**src/rtl/signed_add_arbiter_if.sv**
```systemverilog
// Handshake bundle between the requesting datapath units and signed_add_arbiter:
// per-requester operand-pair valid/ready plus the registered response channel.
interface signed_add_arbiter_if #(
  parameter int NUM_REQ = 4,
  parameter int WIDTH   = 32,
  parameter int ID_W    = $clog2(NUM_REQ)
) ();
  logic [NUM_REQ-1:0]       req_valid;
  logic [NUM_REQ-1:0]       req_ready;
  logic [NUM_REQ*WIDTH-1:0] req_a;
  logic [NUM_REQ*WIDTH-1:0] req_b;
  logic                     rsp_valid;
  logic                     rsp_ready;
  logic [WIDTH-1:0]         rsp_data;
  logic                     rsp_ovf;
  logic [ID_W-1:0]          rsp_id;

  // Requester/consumer side.
  modport master (
    output req_valid, req_a, req_b, rsp_ready,
    input  req_ready, rsp_valid, rsp_data, rsp_ovf, rsp_id
  );

  // Arbiter side.
  modport slave (
    input  req_valid, req_a, req_b, rsp_ready,
    output req_ready, rsp_valid, rsp_data, rsp_ovf, rsp_id
  );
endinterface

```
**src/rtl/signed_add_arbiter.sv**
```systemverilog
// Round-robin arbiter sharing one signed WIDTH-bit adder among NUM_REQ requesters.
// Optional macro SADD_SAT_EN: saturate overflowing sums instead of wrapping.
module signed_add_arbiter #(
  parameter int NUM_REQ = 4,
  parameter int WIDTH   = 32,
  parameter int ID_W    = $clog2(NUM_REQ)
) (
  input logic                 clk,
  input logic                 rst,
  signed_add_arbiter_if.slave bus
);

  typedef enum logic [1:0] {IDLE, EXEC, RESP} state_t;

  localparam logic [ID_W-1:0] LAST_ID = ID_W'(NUM_REQ - 1);

  state_t           state, state_nxt;
  logic [ID_W-1:0]  ptr, winner, rsp_id_q;
  logic             found;
  logic [WIDTH-1:0] win_a, win_b, op_a, op_b;
  logic [WIDTH-1:0] sum, result, rsp_data_q;
  logic             ovf, rsp_ovf_q, rsp_valid_q;

  // Round-robin search: indices at or above ptr first, then the wrapped ones.
  // NOTE: every always_comb output gets a default first so no path infers a latch.
  always_comb begin
    found  = 1'b0;
    winner = '0;
    for (int j = 0; j < NUM_REQ; j++) begin
      if (!found && bus.req_valid[j] && (ID_W'(j) >= ptr)) begin
        found  = 1'b1;
        winner = ID_W'(j);
      end
    end
    for (int j = 0; j < NUM_REQ; j++) begin
      if (!found && bus.req_valid[j] && (ID_W'(j) < ptr)) begin
        found  = 1'b1;
        winner = ID_W'(j);
      end
    end
  end

  always_comb begin
    win_a = '0;
    win_b = '0;
    for (int j = 0; j < NUM_REQ; j++) begin
      if (winner == ID_W'(j)) begin
        win_a = bus.req_a[j*WIDTH +: WIDTH];
        win_b = bus.req_b[j*WIDTH +: WIDTH];
      end
    end
  end

  always_comb begin
    bus.req_ready = '0;
    for (int j = 0; j < NUM_REQ; j++) begin
      bus.req_ready[j] = !rst && (state == IDLE) && found && (winner == ID_W'(j));
    end
  end

  always_comb begin
    state_nxt = state;
    case (state)
      IDLE:    if (found) state_nxt = EXEC;
      EXEC:    state_nxt = RESP;
      RESP:    if (bus.rsp_ready) state_nxt = IDLE;
      default: state_nxt = IDLE;
    endcase
  end

  // NOTE: sequential state uses non-blocking assignments so every register samples pre-edge values.
  always_ff @(posedge clk) begin
    if (rst) state <= IDLE;
    else     state <= state_nxt;
  end

  // Shared adder; carry-out is dropped and overflow comes from the sign bits.
  always_comb begin
    sum = op_a + op_b;
    ovf = (op_a[WIDTH-1] == op_b[WIDTH-1]) && (sum[WIDTH-1] != op_a[WIDTH-1]);
`ifdef SADD_SAT_EN
    if (ovf) result = op_a[WIDTH-1] ? {1'b1, {(WIDTH-1){1'b0}}} : {1'b0, {(WIDTH-1){1'b1}}};
    else     result = sum;
`else
    result = sum;
`endif
  end

  // NOTE: the operand latches are pure datapath and are always written before use, so they carry no reset.
  always_ff @(posedge clk) begin
    if (state == IDLE && found) begin
      op_a <= win_a;
      op_b <= win_b;
    end
  end

  always_ff @(posedge clk) begin
    if (rst) begin
      ptr         <= '0;
      rsp_valid_q <= 1'b0;
      rsp_data_q  <= '0;
      rsp_ovf_q   <= 1'b0;
      rsp_id_q    <= '0;
    end else begin
      case (state)
        IDLE: if (found) begin
          rsp_id_q <= winner;
          ptr      <= (winner == LAST_ID) ? '0 : winner + 1'b1;
        end
        EXEC: begin
          rsp_data_q  <= result;
          rsp_ovf_q   <= ovf;
          rsp_valid_q <= 1'b1;
        end
        RESP: if (bus.rsp_ready) rsp_valid_q <= 1'b0;
        default: ;
      endcase
    end
  end

  assign bus.rsp_valid = rsp_valid_q;
  assign bus.rsp_data  = rsp_data_q;
  assign bus.rsp_ovf   = rsp_ovf_q;
  assign bus.rsp_id    = rsp_id_q;

endmodule

```
**src/flat_wrapper.sv**
```systemverilog
// flat-port wrapper written by rule: the top's interface ports become plain ports
module signed_add_arbiter_flat 
#(
  parameter int NUM_REQ = 4,
  parameter int WIDTH   = 32,
  parameter int ID_W    = $clog2(NUM_REQ)
)
  (clk, rst, bus_req_valid, bus_req_a, bus_req_b, bus_rsp_ready, bus_req_ready, bus_rsp_valid, bus_rsp_data, bus_rsp_ovf, bus_rsp_id);
  signed_add_arbiter_if #(.NUM_REQ(NUM_REQ), .WIDTH(WIDTH), .ID_W(ID_W)) bus_i ();
  input logic clk;
  input logic rst;
  input wire logic [$bits(bus_i.req_valid)-1:0] bus_req_valid;
  input wire logic [$bits(bus_i.req_a)-1:0] bus_req_a;
  input wire logic [$bits(bus_i.req_b)-1:0] bus_req_b;
  input wire logic [$bits(bus_i.rsp_ready)-1:0] bus_rsp_ready;
  output wire logic [$bits(bus_i.req_ready)-1:0] bus_req_ready;
  output wire logic [$bits(bus_i.rsp_valid)-1:0] bus_rsp_valid;
  output wire logic [$bits(bus_i.rsp_data)-1:0] bus_rsp_data;
  output wire logic [$bits(bus_i.rsp_ovf)-1:0] bus_rsp_ovf;
  output wire logic [$bits(bus_i.rsp_id)-1:0] bus_rsp_id;
  assign bus_i.req_valid = bus_req_valid;
  assign bus_i.req_a = bus_req_a;
  assign bus_i.req_b = bus_req_b;
  assign bus_i.rsp_ready = bus_rsp_ready;
  assign bus_req_ready = bus_i.req_ready;
  assign bus_rsp_valid = bus_i.rsp_valid;
  assign bus_rsp_data = bus_i.rsp_data;
  assign bus_rsp_ovf = bus_i.rsp_ovf;
  assign bus_rsp_id = bus_i.rsp_id;
  signed_add_arbiter #(.NUM_REQ(NUM_REQ), .WIDTH(WIDTH), .ID_W(ID_W)) u_core (.clk(clk), .rst(rst), .bus(bus_i));
endmodule
```
**config.mk**
```make
export PLATFORM = sky130hd
export DESIGN_NAME = signed_add_arbiter_flat
export DESIGN_NICKNAME = d
export VERILOG_FILES = /design/src/rtl/signed_add_arbiter_if.sv /design/src/rtl/signed_add_arbiter.sv /design/src/flat_wrapper.sv
export SDC_FILE = /design/constraint.sdc
export NUM_CORES = 1
export LEC_CHECK = 0
export BUFFER_PORTS_ARGS = -buffer_cell sky130_fd_sc_hd__buf_2
export CAP_MARGIN = 20
export CORE_ASPECT_RATIO = 1.1
export CORE_MARGIN = 8
export CORE_UTILIZATION = 30
export DETAILED_ROUTE_END_ITERATION = 12
export SKIP_LAST_GASP = 1
export SLEW_MARGIN = 10
export SYNTH_ARGS = -nofsm -noshare
export SYNTH_HDL_FRONTEND = slang
export SYNTH_SLANG_ARGS = --single-unit
```
**constraint.sdc**
```tcl
create_clock -name clk -period 3.2 [get_ports clk]
set_input_delay 0.32 -clock clk [delete_from_list [all_inputs] [get_ports clk]]
set_output_delay 0.32 -clock clk [all_outputs]
set_load 0.02 [all_outputs]
```
Word level (Yosys, flattened, before mapping)
Cells that the tools add are included.
- register bits: 104
- input bits: 263
- output and inout bits: 40
- logic and storage cells: 93
- add/sub/neg operators: 2
- magnitude comparators: 8
- eq/ne operators: 9
- multiplexer cells: 29
- reduce and logical (&&, ||, !) cells: 37
- operators by type and width (kind ; number):
    32-bit 2-to-1 mux ; 8
    32-bit adder ; 1
    1-bit logical AND ; 23
    2-bit 2-to-1 mux ; 9
    1-bit 2-to-1 mux ; 10
    1-bit logical NOT ; 8
    2-bit equality test (second input constant) ; 3
    2-bit one-hot mux with 3 select lines ; 1
    2-bit AND reduction ; 3
    2-bit by 1-bit equality test with 1-bit output (second input constant) ; 2
    1-bit by 2-bit >= comparator with 1-bit output (first input constant) ; 2
    2-bit >= comparator (first input constant) ; 2
    2-bit logical NOT ; 2
    1-bit by 2-bit less-than comparator with 1-bit output (first input constant) ; 2
    2-bit less-than comparator (first input constant) ; 2
    2-bit by 1-bit adder with 2-bit output (second input constant) ; 1
    2-bit by 1-bit != test with 1-bit output (second input constant) ; 1
    2-bit != test (second input constant) ; 1
    1-bit one-hot mux with 2 select lines ; 1
    2-bit nonzero test ; 1
    1-bit equality test ; 1
    1-bit != test ; 1

Logic depth before layout (Yosys ltp)
Gate-level depths: netlist (run 1).
- depth after elaboration: 36
- gate-level depth with buffers: 15
- mapped depth without buffers: 13

Worst setup path after synthesis (run 1)
OpenSTA, ideal clock, no wires.
- path kind: register to register
- from: register u_core.op_b[0]
- to: register u_core.rsp_data_q[30], in the netlist u_core.bus.rsp_data[30]
- setup time: 0.079 ns
- data arrival time: 2.555 ns
- required time: 3.121 ns
- slack: 0.565 ns
- cell stages (with the launch flop): 13
- clock period less this slack: 2.635 ns
- path through: edfxtp_1 > ha_1 > inv_1 > fa_1 > nand2b_1 > a21oi_1 > o21bai_1 > a21oi_2 > a211oi_1 > o31ai_1 > a21oi_1 > or4_1 > o211ai_1
- word-level cells in the longest chain between the ends: 1
- ends and longest elaborated chain (element ; line ; text):
    start: declaration ; signed_add_arbiter.sv:20 ; logic [WIDTH-1:0] win_a, win_b, op_a, op_b;
    start signal: assignment ; signed_add_arbiter.sv:93 ; op_b <= win_b;
    32-bit adder ; signed_add_arbiter.sv:79 ; sum = op_a + op_b;
    end signal: assignment ; signed_add_arbiter.sv:111 ; rsp_data_q <= result;
    end: declaration ; signed_add_arbiter.sv:21 ; logic [WIDTH-1:0] sum, result, rsp_data_q;
Every way passes these cells.
A chain may end at the register's enable or synchronous reset.

Final worst setup path (run 1)
Ends and elaborated chain as after synthesis.

==> flow_summary_export.csv, run 1 <==
group,metric,value,unit
detailed_routing,wirelength,26700,um
die,start_util,30.4,%
detailed_routing,wire_per_inst,17.1,um
setup_path,path_cells,"ha_1 -> inv_1 -> fa_1 -> nand2b_1 -> a21oi_1 -> o21bai_1 -> a21oi_2 -> a211oi_1 -> o31ai_2 -> a21oi_1 -> or4_1 -> o211ai_1",
die,core.rowCount,59,
sta,setup_ws,0.252,ns
power_and_ir_drop,p_comb_share,53.3,%
global_routing,gr-total-overflow,0,
power_and_ir_drop,p_total,6.68,mW
cells_and_area,layout.cells.non_filler,1558,
clock_tree,cts.path.max_buffers,2,
sta,max_slew.worst_pin.slew,0.999,ns
yosys,ys.flop_type,"edfxtp_1",
cells_and_area,fillCellCount,2553,
yosys,synth_area,0.00719,mm^2
power_and_ir_drop,p_switching,2.88,mW
setup_path,path_delay_family,"compound AO/OA/AOI/OAI gates",
clock_tree,post_cts_buffers,0,
cells_and_area,syn_to_final_growth,30.9,%
sta,clock.fmax,339,MHz
cells_and_area,drive_gt1_share,28.8,%
cells_and_area,multiInputGateArea,0.00418,mm^2
yosys,syn-instance-count,975,
yosys,yosys.area.top_type,"edfxtp_1",
sta,finalHoldViolCount,0,
clock_tree,cts_sinks,104,
power_and_ir_drop,power_per_cell_area,710,mW/mm^2
yosys,synth_area_leaders,"edfxtp_1, a21oi_1, dfxtp_1",
global_routing,grt_first_pass_wirelength,40200,um
detailed_routing,firstDrtPassIters,5,
detailed_routing,drcViolationCount,0,
setup_path,cp.required,3.47,ns
setup_path,critPathMaxStageDelay,0.40,ns
place,place_congestion,0.899,
global_routing,track_usage,17.5,%
clock_tree,cts_tree,"done",
cells_and_area,fin_area,0.00941,mm^2
yosys,yosys_warnings,0,
die,ios,303,
sta,period_minus_slack,2.95,ns
clock_tree,cts_inserted_buffers,9,
sta,relSlewSlack,33.4,%
sta,finalSetupViolations,0,
sta,whs,0.249,ns
power_and_ir_drop,power_frac_seq,31.4,%
yosys,synth_seq_area_share,37.9,%
sta,slew_viol_final,0,
yosys,synth_edf_count,64,
global_routing,antenna_found_initial,0,
die,die_x,164,um
clock_tree,clkTransAtPathRegs,0.07,ns
detailed_routing,vias_per_cell,4.89,
detailed_routing,drtIter0Drc,459,
global_routing,grt_max_degree,68,
setup_path,cp.arrival,3.22,ns
yosys,synth_area_per_cell,7.37,um^2
die,die_h,178,um
clock_tree,clock-root-buffer,"clkbuf_16",
setup_path,crit_buf_inv,1,
setup_path,crit_path_start_kind,"register",
outcome,status,"finished clean",
worst_hold_path,holdCritPathClass,"primary input to register",
setup_path,worst_path_most_repeated_cell,"a21oi_1",
setup_path,critPathKind,"register to register",
die,die_area,0.0292,mm^2
place,placed_cell_area,0.00914,mm^2
power_and_ir_drop,p_sw_share,43.1,%
power_and_ir_drop,internal_power,3.80,mW
clock_tree,clk-insertion-delay-late,0.35,ns
setup_path,end_kind,"register",
cells_and_area,ff_latch_area,0.00272,mm^2
setup_path,cp_max_fo,5,
sta,rsz0062_at_grt,"false",
power_and_ir_drop,ir_drop,0.257,mV
yosys,synth_cell_type_count,58,
sta,fin_tns_setup,0,ns
place,dp_cells,1542,
global_routing,grt_pass1_vias,7406,
yosys,netlist.area_leader.share,26.7,%
yosys,syn_nets,1274,
yosys,postSynth.asyncResetShare,0,%
power_and_ir_drop,p_leak,4.27,nW
power_and_ir_drop,pwr-share-clk,15.3,%
die,core_area,0.0236,mm^2
place,pre_cts_ws,0.212,ns
run,cap_violations,0,
detailed_routing,drt.antenna.violating_nets,0,
setup_path,cpMaxStageDelayCell,"or4_1",
detailed_routing,vias,7625,
yosys,ys_seq_elements,104,
clock_tree,h-tree-depth,3,
cells_and_area,nNetsFinal,1547,
cells_and_area,antennaDiodeCount,0,
place,place.port_buffers,302,
sta,post-route-period-util,92.1,%
cells_and_area,fin_util,39.8,%
sta,skew,0.0117,ns
place,hpwlAfterDp,21800,um
## power by group through the flow
stage	Combinational, mW	Clock, mW	Sequential [mW]
2_1_floorplan	2.31	0	2.18
3_3_place_gp	3.53	0	2.12
3_5_place_dp	3.53	0	2.13
4_1_cts	3.55	1.06	2.10
5_1_grt	3.98	1.11	2.14
6_report	3.56	1.02	2.10
## path summary, 6_finish.rpt
kind	startpoint	to	slack, ns	cells past startpoint
worst min register to register	u_core.bus.rsp_data[15]	u_core.bus.rsp_data[15]	0.45	2
worst min-delay path	bus_req_a[117]	u_core.op_a[21]	0.25	3
worst max-delay path	u_core.op_b[0]	u_core.bus.rsp_data[30]	0.25	12
worst max register to register	u_core.op_b[0]	u_core.bus.rsp_data[30]	0.25	12
## state kept, by name, summed over array words and instances (netlist names)
signal and count:
u_core.bus.rsp_data 32, u_core.op_a 32, u_core.op_b 32, u_core.bus.rsp_id 2
u_core.ptr 2, u_core.state 2, u_core.bus.rsp_ovf 1, u_core.bus.rsp_valid 1
## cells in the mapped netlist, types with 2 or more instances
library cell  number
nand2_1          190
a21oi_1          178
nor2_1           156
o21ai_0           80
edfxtp_1          64
clkbuf_1          61
dfxtp_1           40
ha_1              35
inv_1             22
nand3_1           14
nor3_1             9
xor2_1             8
or3_1              7
xnor2_1            7
o31ai_1            6
nand2b_1           5
nand4_1            5
nor2b_1            5
o21a_1             5
a211oi_1           4
a21o_1             4
a31oi_1            4
and2_1             4
and4_1             4
mux2i_1            4
a21boi_0           3
o211ai_1           3
o21bai_1           3
o22ai_1            3
or4_1              3
a211oi_2           2
a21oi_2            2
a22oi_1            2
a311oi_1           2
and3_1             2
buf_1              2
nand3b_1           2
nor4_1             2
nor4b_1            2
o21ai_1            2
o21ai_2            2
## tightest hold or removal path, delay by kind of cell
kind            cells  cell delay, ns
buf+inv             1            0.07
compound gates      1            0.06
simple gates        1            0.04
## layout make-up
type	count	share of cell area, %
sequential	104	28.9
clock inverter	5	0.346
inverter	22	0.878
multi-input combinational	784	44.5
clock buffer	11	2.47
timing repair buffer	327	18.9
tap	305	4.06
## cell families (layout without fill, tap and decap cells)
logic type | Yosys count | in the layout | synth area share, %
buffers and inverters | 87 | 365 | 4.61
muxes | 4 | 4 | 0.557
xor gates and xnor gates | 15 | 15 | 1.83
and+or+nand+nor | 413 | 413 | 24.0
AOI/OAI and AO/OA | 316 | 316 | 24.8
adders and majority gates | 36 | 36 | 6.37
DFF | 104 | 104 | 37.9
## cell usage in the layout, fill, tap and decap left out, types with 6 or more instances in the layout
cell type	netlist	final
ha_1	35	31
or3_1	7	7
clkbuf_16	0	9
nor3_1	9	9
buf_12	0	6
xnor2_1	7	7
a21oi_1	178	178
nand2_1	190	190
buf_4	1	19
dfxtp_1	40	40
xor2_1	8	8
inv_1	22	21
o21ai_0	80	80
edfxtp_1	64	64
nand3_1	14	14
nor2_1	156	156
buf_2	1	302
## layer usage
metal | track usage (%) | wire, um | vias to the layer above
li1 | - | - | 3953
met1 | 23.3 | 12300 | 3389
met2 | 28.4 | 12500 | 260
met3 | 3.39 | 1550 | 23
met4 | 4.93 | 398 | 0
met5 | 0 | 0 | -
## timing repair
| action | in CTS | in global routing |
|---|---|---|
| hold buffers | 0 | 0 |
| resized for setup | 0 | 1 |
| setup endpoints to repair | 0 | 1 |
(Power assumes the default switching activity.)
==> run 2: changes to the inputs <==
--- a/config.mk
+++ b/config.mk
@@ -11,6 +11,8 @@
 export CORE_MARGIN = 8
 export CORE_UTILIZATION = 30
 export DETAILED_ROUTE_END_ITERATION = 12
+export PLACE_DENSITY = 0.65
+export SETUP_SLACK_MARGIN = 0.02
 export SKIP_LAST_GASP = 1
 export SLEW_MARGIN = 10
 export SYNTH_ARGS = -nofsm -noshare
==> run 2 against run 1 <==
Register-to-register slack improved by 0.02 ns. Die area stayed put. Count of clock-buffer cells in the layout stayed put. Via count is 0.70% lower. Cell area rose by 0.49%. Final cell count increased by 0.13%. Sequential share of layout area decreased by 0.14 points. Worst setup slack gained 0.023 ns. Combinational power about the same. Fmax increased by 0.79%.
==> flow_summary_export.csv, run 2 (same netlist as run 1, synthesis figures left out) <==
group,metric,value,unit
sta,post-route-period-util,91.4,%
place,hpwlAfterDp,21500,um
power_and_ir_drop,p_leak,4.29,nW
global_routing,grt_busiest_layer,"met2",
sta,rsz0062_at_grt,"false",
sta,setup_ws,0.275,ns
cells_and_area,antennaDiodeCount,0,
clock_tree,cts_sinks,104,
detailed_routing,drcViolationCount,0,
sta,finalHoldViolCount,0,
sta,slew_viol_final,0,
setup_path,cp.arrival,3.15,ns
cells_and_area,fin_area,0.00946,mm^2
global_routing,grt.met2_usage,28.3,%
global_routing,use_met3,3.60,%
detailed_routing,vias_per_cell,4.85,
setup_path,cpMaxStageDelayCell,"or4b_4",
setup_path,cp.required,3.43,ns
sta,skew,0.0109,ns
clock_tree,clk-insertion-delay-late,0.36,ns
setup_path,end_kind,"register",
sta,period_minus_slack,2.93,ns
setup_path,reg2reg_to,"u_core.bus.rsp_data[21]",
sta,max_slew.worst_pin.slew,0.876,ns
clock_tree,cts_tree,"done",
global_routing,antenna_found_initial,1,
die,die_h,178,um
clock_tree,clock-root-buffer,"clkbuf_16",
clock_tree,cts.path.max_buffers,2,
global_routing,grt_max_degree,83,
place,place_congestion,0.867,
cells_and_area,syn_to_final_growth,31.5,%
sta,clock.fmax,342,MHz
place,pre_cts_ws,0.233,ns
die,core.rowCount,59,
clock_tree,h-tree-depth,3,
power_and_ir_drop,ir_drop,0.271,mV
run,cap_violations,0,
cells_and_area,mostFrequentLayoutCell,"buf_2",
place,place.port_buffers,302,
global_routing,grt_pass1_vias,7462,
clock_tree,cts_inserted_buffers,9,
setup_path,critPathMaxStageDelay,0.57,ns
detailed_routing,drt.antenna.violating_nets,0,
setup_path,rr_worst_depth,10,
clock_tree,clkTransAtPathRegs,0.07,ns
sta,finalSetupViolations,0,
cells_and_area,nNetsFinal,1549,
setup_path,rrSetupSlack,0.27,ns
clock_tree,ctsHoldBuffers,0,
cells_and_area,final_cell_mix,"buf_2, nand2_1, a21oi_1, nor2_1, o21ai_0",
setup_path,cp-startpoint,"u_core.op_b[4]",
setup_path,r2r-start,"u_core.op_b[4]",
global_routing,track_usage,17.3,%
sta,fin_tns_setup,0,ns
setup_path,worst_path_most_repeated_cell,"a21oi_1",
detailed_routing,vias,7572,
setup_path,crit_path_end,"u_core.bus.rsp_data[21]",
power_and_ir_drop,power_per_cell_area,715,mW/mm^2
setup_path,crit_path_start_kind,"register",
worst_hold_path,min_path_cells,3,
setup_path,cp_max_fo,4,
place,placed_cell_area,0.00915,mm^2
detailed_routing,wirelength,26300,um
cells_and_area,drive_gt1_share,29.0,%
sta,whs,0.246,ns
detailed_routing,wire_per_inst,16.8,um
die,die_x,164,um
power_and_ir_drop,p_total,6.76,mW
detailed_routing,drtIter0Drc,509,
global_routing,grt_first_pass_wirelength,39400,um
die,die_area,0.0292,mm^2
setup_path,path_cells,"ha_1 -> and2_4 -> a221oi_4 -> a21oi_1 -> or4b_4 -> a211oi_2 -> o21bai_1 -> a21oi_1 -> or4_1 -> o211ai_1",
sta,relSlewSlack,41.6,%
global_routing,met1_usage,22.5,%
die,ios,303,
die,core_area,0.0236,mm^2
outcome,status,"finished clean",
setup_path,critPathKind,"register to register",
detailed_routing,firstDrtPassIters,5,
global_routing,gr-total-overflow,0,
cells_and_area,fillCellCount,2496,
worst_hold_path,min_from,"bus_req_a[118]",
die,start_util,30.4,%
worst_hold_path,holdCritPathClass,"primary input to register",
==> run 2: cell count changes in the layout (fill, tap and decap cells not counted), sizes merged <==
cell	delta
buf	+2
clkinv	-2
inv	+2
==> run 2: repair_timing <==
| item | CTS | global route |
|---|---|---|
| resized for setup | 0 | 1 |
| setup buffers | 0 | 1 |
| endpoints found under the setup margin | 0 | 2 |
==> run 2: per-layer routing <==
layer | up-vias | wire length, um
li1 | 3954 | -
met1 | 3355 | 12000
met2 | 238 | 12300
met3 | 25 | 1490
met4 | 0 | 421
met5 | - | 0
==> run 2: cell type report <==
class                      count  area (um^2)  share of cell area, %
tap                          305          382                   4.04
multi-input combinational    784         4180                   44.2
clock inverter                 5         45.0                  0.476
timing repair buffer         329         1790                   18.9
clock buffer                  11          255                   2.70
inverter                      22         82.6                  0.873
sequential                   104         2720                   28.8
==> run 2: worst min path at each step <==
stage,to,slack (ns)
5_1_grt,u_core.op_b[20],0.26
2_1_floorplan,u_core.ptr[1],0.48
3_5_place_dp,u_core.bus.rsp_data[29],0.44
6_report,u_core.op_a[22],0.25
3_3_place_gp,u_core.bus.rsp_data[7],0.44
4_1_cts,u_core.op_a[22],0.23
==> run 2: worst max-delay path: cells and delay by family, from the launching register on <==
kind,cells,cell delay (ns)
adder cells (fa/ha/maj),1,0.39
AND/OR/NAND/NOR,3,0.89
flip-flops,1,0.42
AO/OA/AOI/OAI,6,1.11
==> run 2: power breakdown <==
group          total [mW]  switching [mW]  internal, mW
Sequential           2.08           0.173          1.91
Combinational        3.57            2.19          1.38
Clock                1.12           0.523         0.592
Total                6.76            2.88          3.88
==> run 2: metrics by stage <==
step | std cells | util, %
3_5_place_dp | 1543 | 38.7
3_3_place_gp | 1543 | 38.7
2_1_floorplan | 975 | -
5_1_grt | 1560 | 40.0
6_report | 1560 | 40.0
4_1_cts | 1559 | 40.0
